### src/rtl/rf_pkg.sv
// rf_pkg: shared types and helpers for the multi-port register file.
//   rf_state_e   clear-engine state (RF_CLEAR, RF_READY)
//   RF_ZERO_ADDR address of the hardwired-zero entry when enabled
//   slice_lo     low bit of element idx in a packed vector of width-bit fields
package rf_pkg;

  typedef enum logic {
    RF_CLEAR = 1'b0,
    RF_READY = 1'b1
  } rf_state_e;

  localparam int RF_ZERO_ADDR = 0;

  function automatic int slice_lo(input int idx, input int width);
    return idx * width;
  endfunction

endpackage

### src/rtl/rf_multiport_if.sv
// rf_multiport_if: decode/writeback side bundle of the register file.
//   rd_addr/rd_data/rd_busy    NRD packed read ports (data and busy combinational)
//   wr_en/wr_addr/wr_data      NWR packed write ports, higher index wins
//   issue_en/issue_addr        destination issued -> mark busy
//   clr_req                    restart the sequential clear
//   init_done                  file usable
// master = pipeline side, slave = register file.
interface rf_multiport_if #(
  parameter int DATA_W = 32,
  parameter int ADDR_W = 5,
  parameter int NRD    = 2,
  parameter int NWR    = 2
);
  logic [NRD*ADDR_W-1:0] rd_addr;
  logic [NRD*DATA_W-1:0] rd_data;
  logic [NRD-1:0]        rd_busy;
  logic [NWR-1:0]        wr_en;
  logic [NWR*ADDR_W-1:0] wr_addr;
  logic [NWR*DATA_W-1:0] wr_data;
  logic                  issue_en;
  logic [ADDR_W-1:0]     issue_addr;
  logic                  clr_req;
  logic                  init_done;

  modport master (
    output rd_addr, wr_en, wr_addr, wr_data, issue_en, issue_addr, clr_req,
    input  rd_data, rd_busy, init_done
  );

  modport slave (
    input  rd_addr, wr_en, wr_addr, wr_data, issue_en, issue_addr, clr_req,
    output rd_data, rd_busy, init_done
  );
endinterface

### src/rtl/rf_scoreboard.sv
// rf_scoreboard: per-entry busy bits for hazard detection.
//   clk, rst      clock, async active-low reset (busy all 0)
//   ready         file in READY; issue is ignored otherwise
//   clr_en/clr_idx  clear engine strobe and the entry it clears this edge
//   wr_hit        one bit per entry: an effective write targets it this cycle
//   issue_en/issue_addr  destination being issued
//   rd_addr/rd_busy      packed read addresses and their busy flags
module rf_scoreboard
  import rf_pkg::*;
#(
  parameter int ADDR_W   = 5,
  parameter int NRD      = 2,
  parameter int ZERO_REG = 1
) (
  input  logic                    clk,
  input  logic                    rst,
  input  logic                    ready,
  input  logic                    clr_en,
  input  logic [ADDR_W-1:0]       clr_idx,
  input  logic [(2**ADDR_W)-1:0]  wr_hit,
  input  logic                    issue_en,
  input  logic [ADDR_W-1:0]       issue_addr,
  input  logic [NRD*ADDR_W-1:0]   rd_addr,
  output logic [NRD-1:0]          rd_busy
);
  localparam int NREG = 2**ADDR_W;
  localparam logic [ADDR_W-1:0] ZADDR = ADDR_W'(RF_ZERO_ADDR);

  logic [NREG-1:0]   busy_q, busy_d;
  logic              issue_ok;
  logic [ADDR_W-1:0] rd_a [NRD];

  assign issue_ok = ready && issue_en && !(ZERO_REG != 0 && issue_addr == ZADDR);

  // Issue is applied after the write clear so a same-cycle new producer keeps the entry busy.
  always_comb begin
    busy_d = busy_q;
    if (clr_en) busy_d[clr_idx] = 1'b0;
    busy_d = busy_d & ~wr_hit;
    if (issue_ok) busy_d[issue_addr] = 1'b1;
  end

  always_ff @(posedge clk or negedge rst) begin
    if (!rst) busy_q <= '0;
    else      busy_q <= busy_d;
  end

  always_comb begin
    for (int i = 0; i < NRD; i++) rd_a[i] = rd_addr[slice_lo(i, ADDR_W) +: ADDR_W];
  end

  // A write landing this cycle already satisfies the consumer.
  always_comb begin
    rd_busy = '0;
    for (int i = 0; i < NRD; i++) begin
      rd_busy[i] = ready && busy_q[rd_a[i]] && !wr_hit[rd_a[i]] &&
                   !(ZERO_REG != 0 && rd_a[i] == ZADDR);
    end
  end

endmodule

### src/rtl/rf_multiport.sv
// rf_multiport: parametrised multi-port integer register file with busy scoreboard
// and a sequential clear engine (storage itself has no reset).
//   clk  clock, all updates on rising edge
//   rst  async active-low reset, enters CLEAR with counter 0
//   bus  rf_multiport_if slave: read/write/issue ports, clr_req, init_done
//
// state    | meaning
// RF_CLEAR | one entry zeroed per edge, ports ignored, reads return 0
// RF_READY | normal operation, clr_req restarts the clear
module rf_multiport
  import rf_pkg::*;
#(
  parameter int DATA_W   = 32,
  parameter int ADDR_W   = 5,
  parameter int NRD      = 2,
  parameter int NWR      = 2,
  parameter int ZERO_REG = 1
) (
  input  logic          clk,
  input  logic          rst,
  rf_multiport_if.slave bus
);
  localparam int NREG = 2**ADDR_W;
  localparam logic [ADDR_W:0]   CNT_LAST = (ADDR_W+1)'(NREG - 1);
  localparam logic [ADDR_W:0]   CNT_ONE  = (ADDR_W+1)'(1);
  localparam logic [ADDR_W-1:0] ZADDR    = ADDR_W'(RF_ZERO_ADDR);

  rf_state_e state_q, state_d;
  logic [ADDR_W:0] cnt_q, cnt_d;
  logic ready, clr_en;

  logic [ADDR_W-1:0] wr_a [NWR];
  logic [DATA_W-1:0] wr_d [NWR];
  logic [ADDR_W-1:0] rd_a [NRD];
  logic [NWR-1:0]    wr_eff;
  logic [NREG-1:0]   wr_hit;
  logic [NREG-1:0]   ent_we;
  logic [DATA_W-1:0] ent_wd [NREG];
  logic [DATA_W-1:0] mem    [NREG];
  logic [NRD*DATA_W-1:0] rd_data;
  logic [NRD-1:0]        rd_busy;

  always_ff @(posedge clk or negedge rst) begin
    if (!rst) begin
      state_q <= RF_CLEAR;
      cnt_q   <= '0;
    end else begin
      state_q <= state_d;
      cnt_q   <= cnt_d;
    end
  end

  // Counter is one bit wider than an address so it parks at NREG instead of wrapping.
  always_comb begin
    state_d = state_q;
    cnt_d   = cnt_q;
    unique case (state_q)
      RF_CLEAR: begin
        cnt_d = cnt_q + CNT_ONE;
        if (cnt_q == CNT_LAST) state_d = RF_READY;
      end
      RF_READY: begin
        if (bus.clr_req) begin
          state_d = RF_CLEAR;
          cnt_d   = '0;
        end
      end
    endcase
  end

  assign ready         = (state_q == RF_READY);
  assign clr_en        = (state_q == RF_CLEAR);
  assign bus.init_done = ready;

  always_comb begin
    for (int j = 0; j < NWR; j++) begin
      wr_a[j] = bus.wr_addr[slice_lo(j, ADDR_W) +: ADDR_W];
      wr_d[j] = bus.wr_data[slice_lo(j, DATA_W) +: DATA_W];
    end
    for (int i = 0; i < NRD; i++) rd_a[i] = bus.rd_addr[slice_lo(i, ADDR_W) +: ADDR_W];
  end

  // Writes only count in READY; that keeps CLEAR from being disturbed by the pipeline.
  always_comb begin
    for (int j = 0; j < NWR; j++) begin
      wr_eff[j] = ready && bus.wr_en[j] && !(ZERO_REG != 0 && wr_a[j] == ZADDR);
    end
  end

  // Ascending port order: a later (higher) port overwrites an earlier one on the same entry.
  always_comb begin
    wr_hit = '0;
    ent_we = '0;
    for (int e = 0; e < NREG; e++) ent_wd[e] = '0;
    if (clr_en) ent_we[cnt_q[ADDR_W-1:0]] = 1'b1;
    for (int j = 0; j < NWR; j++) begin
      if (wr_eff[j]) begin
        wr_hit[wr_a[j]] = 1'b1;
        ent_we[wr_a[j]] = 1'b1;
        ent_wd[wr_a[j]] = wr_d[j];
      end
    end
  end

  always_ff @(posedge clk) begin
    for (int e = 0; e < NREG; e++) begin
      if (ent_we[e]) mem[e] <= ent_wd[e];
    end
  end

  always_comb begin
    rd_data = '0;
    for (int i = 0; i < NRD; i++) begin
      if (ready && !(ZERO_REG != 0 && rd_a[i] == ZADDR)) begin
        rd_data[slice_lo(i, DATA_W) +: DATA_W] = mem[rd_a[i]];
        for (int j = 0; j < NWR; j++) begin
          if (wr_eff[j] && wr_a[j] == rd_a[i])
            rd_data[slice_lo(i, DATA_W) +: DATA_W] = wr_d[j];
        end
      end
    end
  end

  rf_scoreboard #(
    .ADDR_W   (ADDR_W),
    .NRD      (NRD),
    .ZERO_REG (ZERO_REG)
  ) u_scoreboard (
    .clk        (clk),
    .rst        (rst),
    .ready      (ready),
    .clr_en     (clr_en),
    .clr_idx    (cnt_q[ADDR_W-1:0]),
    .wr_hit     (wr_hit),
    .issue_en   (bus.issue_en),
    .issue_addr (bus.issue_addr),
    .rd_addr    (bus.rd_addr),
    .rd_busy    (rd_busy)
  );

  assign bus.rd_data = rd_data;
  assign bus.rd_busy = rd_busy;

endmodule
### src/flat_wrapper.sv
// flat-port wrapper written by rule: the top's interface ports become plain ports
module rf_multiport_flat import rf_pkg::*;
#(
  parameter int DATA_W   = 32,
  parameter int ADDR_W   = 5,
  parameter int NRD      = 2,
  parameter int NWR      = 2,
  parameter int ZERO_REG = 1
)
  (clk, rst, bus_rd_addr, bus_wr_en, bus_wr_addr, bus_wr_data, bus_issue_en, bus_issue_addr, bus_clr_req, bus_rd_data, bus_rd_busy, bus_init_done);
  rf_multiport_if #(.DATA_W(DATA_W), .ADDR_W(ADDR_W), .NRD(NRD), .NWR(NWR)) bus_i ();
  input  logic clk;
  input  logic rst;
  input wire logic [$bits(bus_i.rd_addr)-1:0] bus_rd_addr;
  input wire logic [$bits(bus_i.wr_en)-1:0] bus_wr_en;
  input wire logic [$bits(bus_i.wr_addr)-1:0] bus_wr_addr;
  input wire logic [$bits(bus_i.wr_data)-1:0] bus_wr_data;
  input wire logic [$bits(bus_i.issue_en)-1:0] bus_issue_en;
  input wire logic [$bits(bus_i.issue_addr)-1:0] bus_issue_addr;
  input wire logic [$bits(bus_i.clr_req)-1:0] bus_clr_req;
  output wire logic [$bits(bus_i.rd_data)-1:0] bus_rd_data;
  output wire logic [$bits(bus_i.rd_busy)-1:0] bus_rd_busy;
  output wire logic [$bits(bus_i.init_done)-1:0] bus_init_done;
  assign bus_i.rd_addr = bus_rd_addr;
  assign bus_i.wr_en = bus_wr_en;
  assign bus_i.wr_addr = bus_wr_addr;
  assign bus_i.wr_data = bus_wr_data;
  assign bus_i.issue_en = bus_issue_en;
  assign bus_i.issue_addr = bus_issue_addr;
  assign bus_i.clr_req = bus_clr_req;
  assign bus_rd_data = bus_i.rd_data;
  assign bus_rd_busy = bus_i.rd_busy;
  assign bus_init_done = bus_i.init_done;
  rf_multiport #(.DATA_W(DATA_W), .ADDR_W(ADDR_W), .NRD(NRD), .NWR(NWR), .ZERO_REG(ZERO_REG)) u_core (.clk(clk), .rst(rst), .bus(bus_i));
endmodule
### config.mk
export PLATFORM = sky130hd
export DESIGN_NAME = rf_multiport_flat
export DESIGN_NICKNAME = d
export VERILOG_FILES = /design/src/rtl/rf_pkg.sv /design/src/rtl/rf_multiport_if.sv /design/src/rtl/rf_scoreboard.sv /design/src/rtl/rf_multiport.sv /design/src/flat_wrapper.sv
export SDC_FILE = /design/constraint.sdc
export NUM_CORES = 2
export LEC_CHECK = 0
export CELL_PAD_IN_SITES_DETAIL_PLACEMENT = 0
export CELL_PAD_IN_SITES_GLOBAL_PLACEMENT = 1
export CORE_MARGIN = 10
export CORE_UTILIZATION = 54
export DETAILED_ROUTE_END_ITERATION = 12
export PLACE_DENSITY_LB_ADDON = 0.1
export SLEW_MARGIN = 10
export SYNTH_ARGS = -nofsm -noshare
export SYNTH_HDL_FRONTEND = slang
export SYNTH_SLANG_ARGS = --single-unit
### constraint.sdc
create_clock -name clk -period 4.6 [get_ports clk]
set_input_delay 0.69 -clock clk [delete_from_list [all_inputs] [get_ports clk]]
set_output_delay 0.69 -clock clk [all_outputs]
set_load 0.01 [all_outputs]
# Word-level counts from Yosys, hierarchy flattened
# Memory sizes are Yosys's and may differ from the RTL's.
# Cells that the tools add are included.
dict set report op_classes {
  addsub 1
  order_cmp 14
  eq_ne 6
  muxes 108
  bitwise_logic 12
  reduce_logical 37
}
# operator n
set op_table {}
lappend op_table {{1024-bit 2-to-1 mux} 2}
lappend op_table {{1024-bit AND} 1}
lappend op_table {{1024-bit bitwise mux} 1}
lappend op_table {{32-bit 2-to-1 mux} 16}
lappend op_table {{32-bit demux with 5-bit select} 2}
lappend op_table {{32-bit bitwise OR} 4}
lappend op_table {{1-bit 2-to-1 mux} 75}
lappend op_table {{32-bit AND} 2}
lappend op_table {{32-bit inverter} 2}
lappend op_table {{5-bit by 6-bit less-than comparator with 1-bit output (second input constant)} 6}
lappend op_table {{32-bit OR reduction} 1}
lappend op_table {{5-bit logical NOT} 5}
lappend op_table {{1-bit logical AND} 24}
lappend op_table {{1-bit binary-select mux with 5-bit select} 4}
lappend op_table {{1-bit demux with 5-bit select} 4}
lappend op_table {{5-bit equality test} 4}
lappend op_table {{5-bit by 1-bit greater-or-equal comparator with 1-bit output (second input constant)} 4}
lappend op_table {{6-bit greater-or-equal comparator (second input constant)} 2}
lappend op_table {{6-bit by 1-bit less-than comparator with 1-bit output (second input constant)} 2}
lappend op_table {{5-bit inverter with 6-bit output} 2}
lappend op_table {{6-bit one-hot mux with 2 select lines} 1}
lappend op_table {{1-bit logical NOT} 7}
lappend op_table {{6-bit by 1-bit adder with 6-bit output (second input constant)} 1}
lappend op_table {{6-bit by 5-bit equality test with 1-bit output (second input constant)} 1}
lappend op_table {{5 further kinds} 5}
dict set report word_totals {
  reg_bits 39
  ramBits 1024
  word_cells 182
  n_memories 1
}
# memory depth width rd rd_clocked_by_memory_dff write_ports line
set mem_list {}
lappend mem_list {u_core.mem 32 32 2 0 31 rf_multiport.sv:39} ;# logic [DATA_W-1:0] mem [NREG];

# Longest topological paths before layout
dict set report logic_depth {
  ltp_word 13
  ltp_mapped 10
}

# Hierarchy
# Synthesis repeated with hierarchy kept, for this count alone.
dict set report unflattened {
  cells_unflattened 4862
  area_unflattened_um2 62921.6
}
# mod instances cells_each area_each_um2
set by_module_without_submodules {}
lappend by_module_without_submodules {rf_multiport 1 4631 60749.5}
lappend by_module_without_submodules {rf_scoreboard 1 231 2172.1}

# Least setup slack after synthesis
# Ideal clock, no wire load.
dict set report synth_path {
  path_type {reg-to-reg}
  start {reg u_core.state_q, in the netlist u_core.bus.init_done}
  end {mem u_core.mem[11][0], enable pin}
  setup_ns 0.468
  arrival_time_ns 3.422
  setup_slack_ns 0.710
  stages_incl_launch_ff 6
  n_path_buf 2
  period_less_slack_ns 3.890
  cell_sequence {dfrtp_1 -> buf_2 -> buf_2 -> clkinv_1 -> nand2_1 -> o21ai_0}
}
# item line
set synth_rtl {}
lappend synth_rtl {{start: declaration} rf_multiport.sv:28} ;# rf_state_e state_q, state_d;
lappend synth_rtl {{start signal: assignment} rf_multiport.sv:48} ;# state_q <= state_d;
lappend synth_rtl {{end: declaration} rf_multiport.sv:39}

# Final worst setup path
dict set report layout_path {
  start {in bus_rd_addr[0]}
  end {out bus_rd_data[1]}
}
dict set report layout_via {
  elab_chain_len 5
  word_cells_on_any_way 11
}
# item line
set layout_lines {}
lappend layout_lines {{start: declaration} flat_wrapper.sv:14} ;# input wire logic [$bits(bus_i.rd_addr)-1:0] bus_rd_addr;
lappend layout_lines {{branches (longest 4 deep; another with memory read 32 x 32 bit)} --}
lappend layout_lines {{32-bit 2-to-1 mux *} rf_multiport.sv:114} ;# if (ready && !(ZERO_REG != 0 && rd_a[i] == ZADDR)) begin
lappend layout_lines {{end: declaration} flat_wrapper.sv:21} ;# output wire logic [$bits(bus_i.rd_data)-1:0] bus_rd_data;
# Every way passes the cells marked *.

==> results.py <==
metrics = {
    "run_status": {
        "status": "complete, but fails checks",
        "violations_in_the_final_reports": "setup timing",
    },
    "floorplanning": {
        "fp.dieW_um": 360,
        "design.portCount": 162,
        "floorplan.die_area_sq_um": 129000,
        "dieHeight_um": 360,
        "start_util": 0.545,
        "area_of_the_core_sq_um": 115000,
        "fp-row-count": 124,
    },
    "power": {
        "netSwitchingFraction": 0.298,
        "max-vdd-ir-drop_uv": 358,
        "total_power_mw": 27.4,
        "power.net_switching_mw": 8.17,
        "p_int_mw": 19.2,
        "seq_power_share": 0.455,
        "leakagePower_nw": 22.8,
        "share_clk_of_total_power": 0.339,
        "comb_power_share": 0.207,
        "power-per-cell-area_nw_per_um2": 384,
    },
    "yosys": {
        "number_of_distinct_standard_cells_referenced_by_the_synthesized_netlist": 67,
        "syn-mean-instance-area_sq_um": 15.0,
        "async_flop_share": 0.0367,
        "netlist_instances": 4150,
        "synth-edff-count": 1024,
        "seq_area_frac_synth": 0.509,
        "synth_warnings": 0,
        "synthesis.area_sq_um": 62400,
        "postSynth.topFlopCell": "edfxtp_1",
        "synth.ff_latch_count": 1063,
    },
    "sta": {
        "worst_slew_pin_slew_ns": 1.40,
        "totalNegativeSetupSlack_ns": -0.0102,
        "finalHoldViolations": 0,
        "layout_setup_ws_ns": -0.0102,
        "headroom_to_the_max_slew_limit": 0.0676,
        "final.period_utilization": 1.00,
        "worst_setup_skew_after_layout_ns": 0.0628,
        "drv_slew": 0,
        "final_period_minus_worst_setup_slack_ns": 4.61,
        "fmaxAchievable_mhz": 217,
        "setup_violations": 1,
    },
    "place": {
        "pre_cts_ws_ns": -0.0878,
        "globalplace.congestion": 0.919,
        "detailed_place_hpwl_mm": 162,
        "portBuffers": 161,
    },
    "setup_path": {
        "slowest_delay_ns": 0.59,
        "worstPathRequired_ns": 3.91,
        "setup.reg_to_reg.worst_slack_ns": 1.14,
        "crit_fanout": 20,
        "criticalPathCategory": "in2out",
        "critical_path.startpoint_type": "input pin",
        "worst-endpoint-arrival_ns": 3.92,
        "r2r-start": "u_core.bus.init_done",
        "timing.reg2reg.worst_path_depth": 4,
        "path_cells": "buf_8 -> buf_4 -> mux4_2 -> mux4_2 -> mux2i_1 -> o21ai_0 -> buf_4 -> clkdlybuf4s50_1",
        "end_kind": "output pin",
        "cpMaxStageDelayCell": "mux2i_1",
        "regToRegEndpoint": "u_core.mem[11][13]",
    },
    "final_layout": {
        "area_growth_pct": 14.3,
        "drive_gt1_frac": 0.305,
        "num-nets-final": 4246,
        "num-fill-cells": 8319,
    },
    "cts": {
        "clock_tree_from_tritoncts": "built",
        "htree_levels": 3,
        "cts_made_buffers": 114,
        "ctsLongestPathBuffers": 3,
        "clk_latency_ns": 0.77,
        "clk_transition_reported_paths_ns": 0.06,
        "cts.sinks": 1063,
        "cts_root_buffer": "clkbuf_16",
    },
    "route": {
        "drt-total-wl_mm": 282,
        "detailroute.via_count": 49000,
        "drt_first_pass_iters": 7,
        "detail_route.vias_per_cell": 8.50,
        "drc": 0,
        "antenna_left": 0,
        "drt_iter0_markers": 9800,
        "routed_wire_length_per_instance_um": 48.9,
    },
    "grt": {
        "globalRoute.totalOverflow": 0,
        "grt_first_pass_wirelength_mm": 383,
        "gr-usage-all-layers": 0.423,
        "grt_start_max_net_pins": 63,
        "grt_antenna_before_repair": 15,
        "vias_in_the_first_global_route": 48100,
    },
    "job": {
        "maxCapViolCount": 0,
    },
    "min_path": {
        "classification_of_the_worst_slack_hold_path": "in2async",
    },
}
critical path, delay by kind of cell:
| kind | cells | cell delay [ns] |
|---|---|---|
| AO/OA/AOI/OAI | 1 | 0.30 |
| buffers and inverters | 4 | 1.26 |
| multiplexers | 3 | 1.60 |
stage by stage:
stage                     cells   util  hold WS (ns)  cell area (sq um)
after floorplan            4181      -         0.394              62500
after global placement     5535  0.590         0.466              67500
after detailed placement   5537  0.590         0.481              67600
after CTS                  5751  0.622         0.119              71200
after global routing       5755  0.622         0.175              71300
final                      5763  0.623        0.0978              71300
how the worst max path moves through the flow:
stage	endpoint	start	cells past startpoint
after global placement	bus_rd_data[34]	bus_wr_addr[8]	8
after floorplan	u_core.mem[11][0]	u_core.bus.init_done	5
after global routing	bus_rd_busy[1]	u_core.bus.init_done	8
after CTS	bus_rd_busy[0]	u_core.bus.init_done	9
after detailed placement	bus_rd_data[34]	bus_wr_addr[8]	8
final	bus_rd_data[1]	bus_rd_addr[0]	8
metal layers:
layer  up-vias  global-route usage  share of wire
met5         -             0.00481        0.00092
met4        20               0.258          0.074
met3      1209               0.200           0.18
met2      5487               0.594           0.42
met1     24700               0.528           0.33
li1      17600                   -              -
sequential cells by signal, indices dropped and copies added (netlist names):
name and cells:
u_core.u_scoreboard.busy_q 32, u_core.mem 1024, u_core.cnt_q 6, u_core.bus.init_done 1
final cells by class:
| type | count | area (sq um) | area share |
|---|---|---|---|
| antenna | 8 | 20.0 | 0.000281 |
| timing repair buffer | 521 | 5250 | 0.0737 |
| sequential | 1063 | 31700 | 0.445 |
| inverter | 38 | 143 | 0.00200 |
| clock inverter | 69 | 666 | 0.00934 |
| clock buffer | 143 | 2980 | 0.0418 |
| tap | 1512 | 1890 | 0.0265 |
| multi-input combinational | 2409 | 28600 | 0.401 |
power groups by stage:
stage,sequential [mW],clock (mW),combinational [mW]
6_report,12.5,9.28,5.66
5_1_grt,12.5,9.65,5.68
4_1_cts,12.4,9.23,5.42
3_3_place_gp,12.5,0,5.34
2_1_floorplan,12.4,0,2.98
3_5_place_dp,12.6,0,5.41
cell usage after synthesis (all sizes together) (10+ instances only):
cell type	count	share of area
o211ai	33	0.0040
edfxtp	1024	0.49
nand3	22	0.0018
mux2i	67	0.011
buf	249	0.019
nor2	92	0.0055
nand4	10	0.0010
a32oi	30	0.0042
dfrtp	39	0.016
o221ai	25	0.0035
nand3b	12	0.0014
a21oi	71	0.0057
o22ai	25	0.0025
nand2	120	0.0072
xor2	11	0.0015
xnor2	11	0.0015
inv	37	0.0022
mux4	648	0.23
nor3	62	0.0051
clkbuf	422	0.025
a22o	962	0.14
o21ai	81	0.0065
cell usage in the layout (no fill, tap or decap), drive strengths merged, types with 67 or more instances in the layout:
cell / n
mux4: 648
a22o: 962
a21oi: 71
o21ai: 81
edfxtp: 1024
clkdlybuf4s50: 150
buf: 370
mux2i: 67
clkbuf: 143
nor2: 92
nand2: 120
logic make-up (layout without fill, tap and decap cells):
kind of cell	after synthesis	after routing	share of synthesized area
AO/OA/AOI/OAI	1258	1258	0.166
flip-flops	1063	1063	0.509
multiplexers	716	716	0.245
adder cells (fa/ha/maj)	4	4	0.000803
buffers and inverters	709	771	0.0472
XOR/XNOR	22	22	0.00309
other	1	40	0.0000601
AND/OR/NAND/NOR	377	377	0.0295
repair_timing:
| action | in CTS | in global routing |
|---|---|---|
| resized for setup | 3 | 5 |
| endpoints found under the setup margin | 33 | 2 |
| hold buffers | 0 | 0 |
| buffers inserted | 2 | 4 |
| pin swaps | 0 | 1 |
Note: power is estimated with default switching activity, not from simulation.
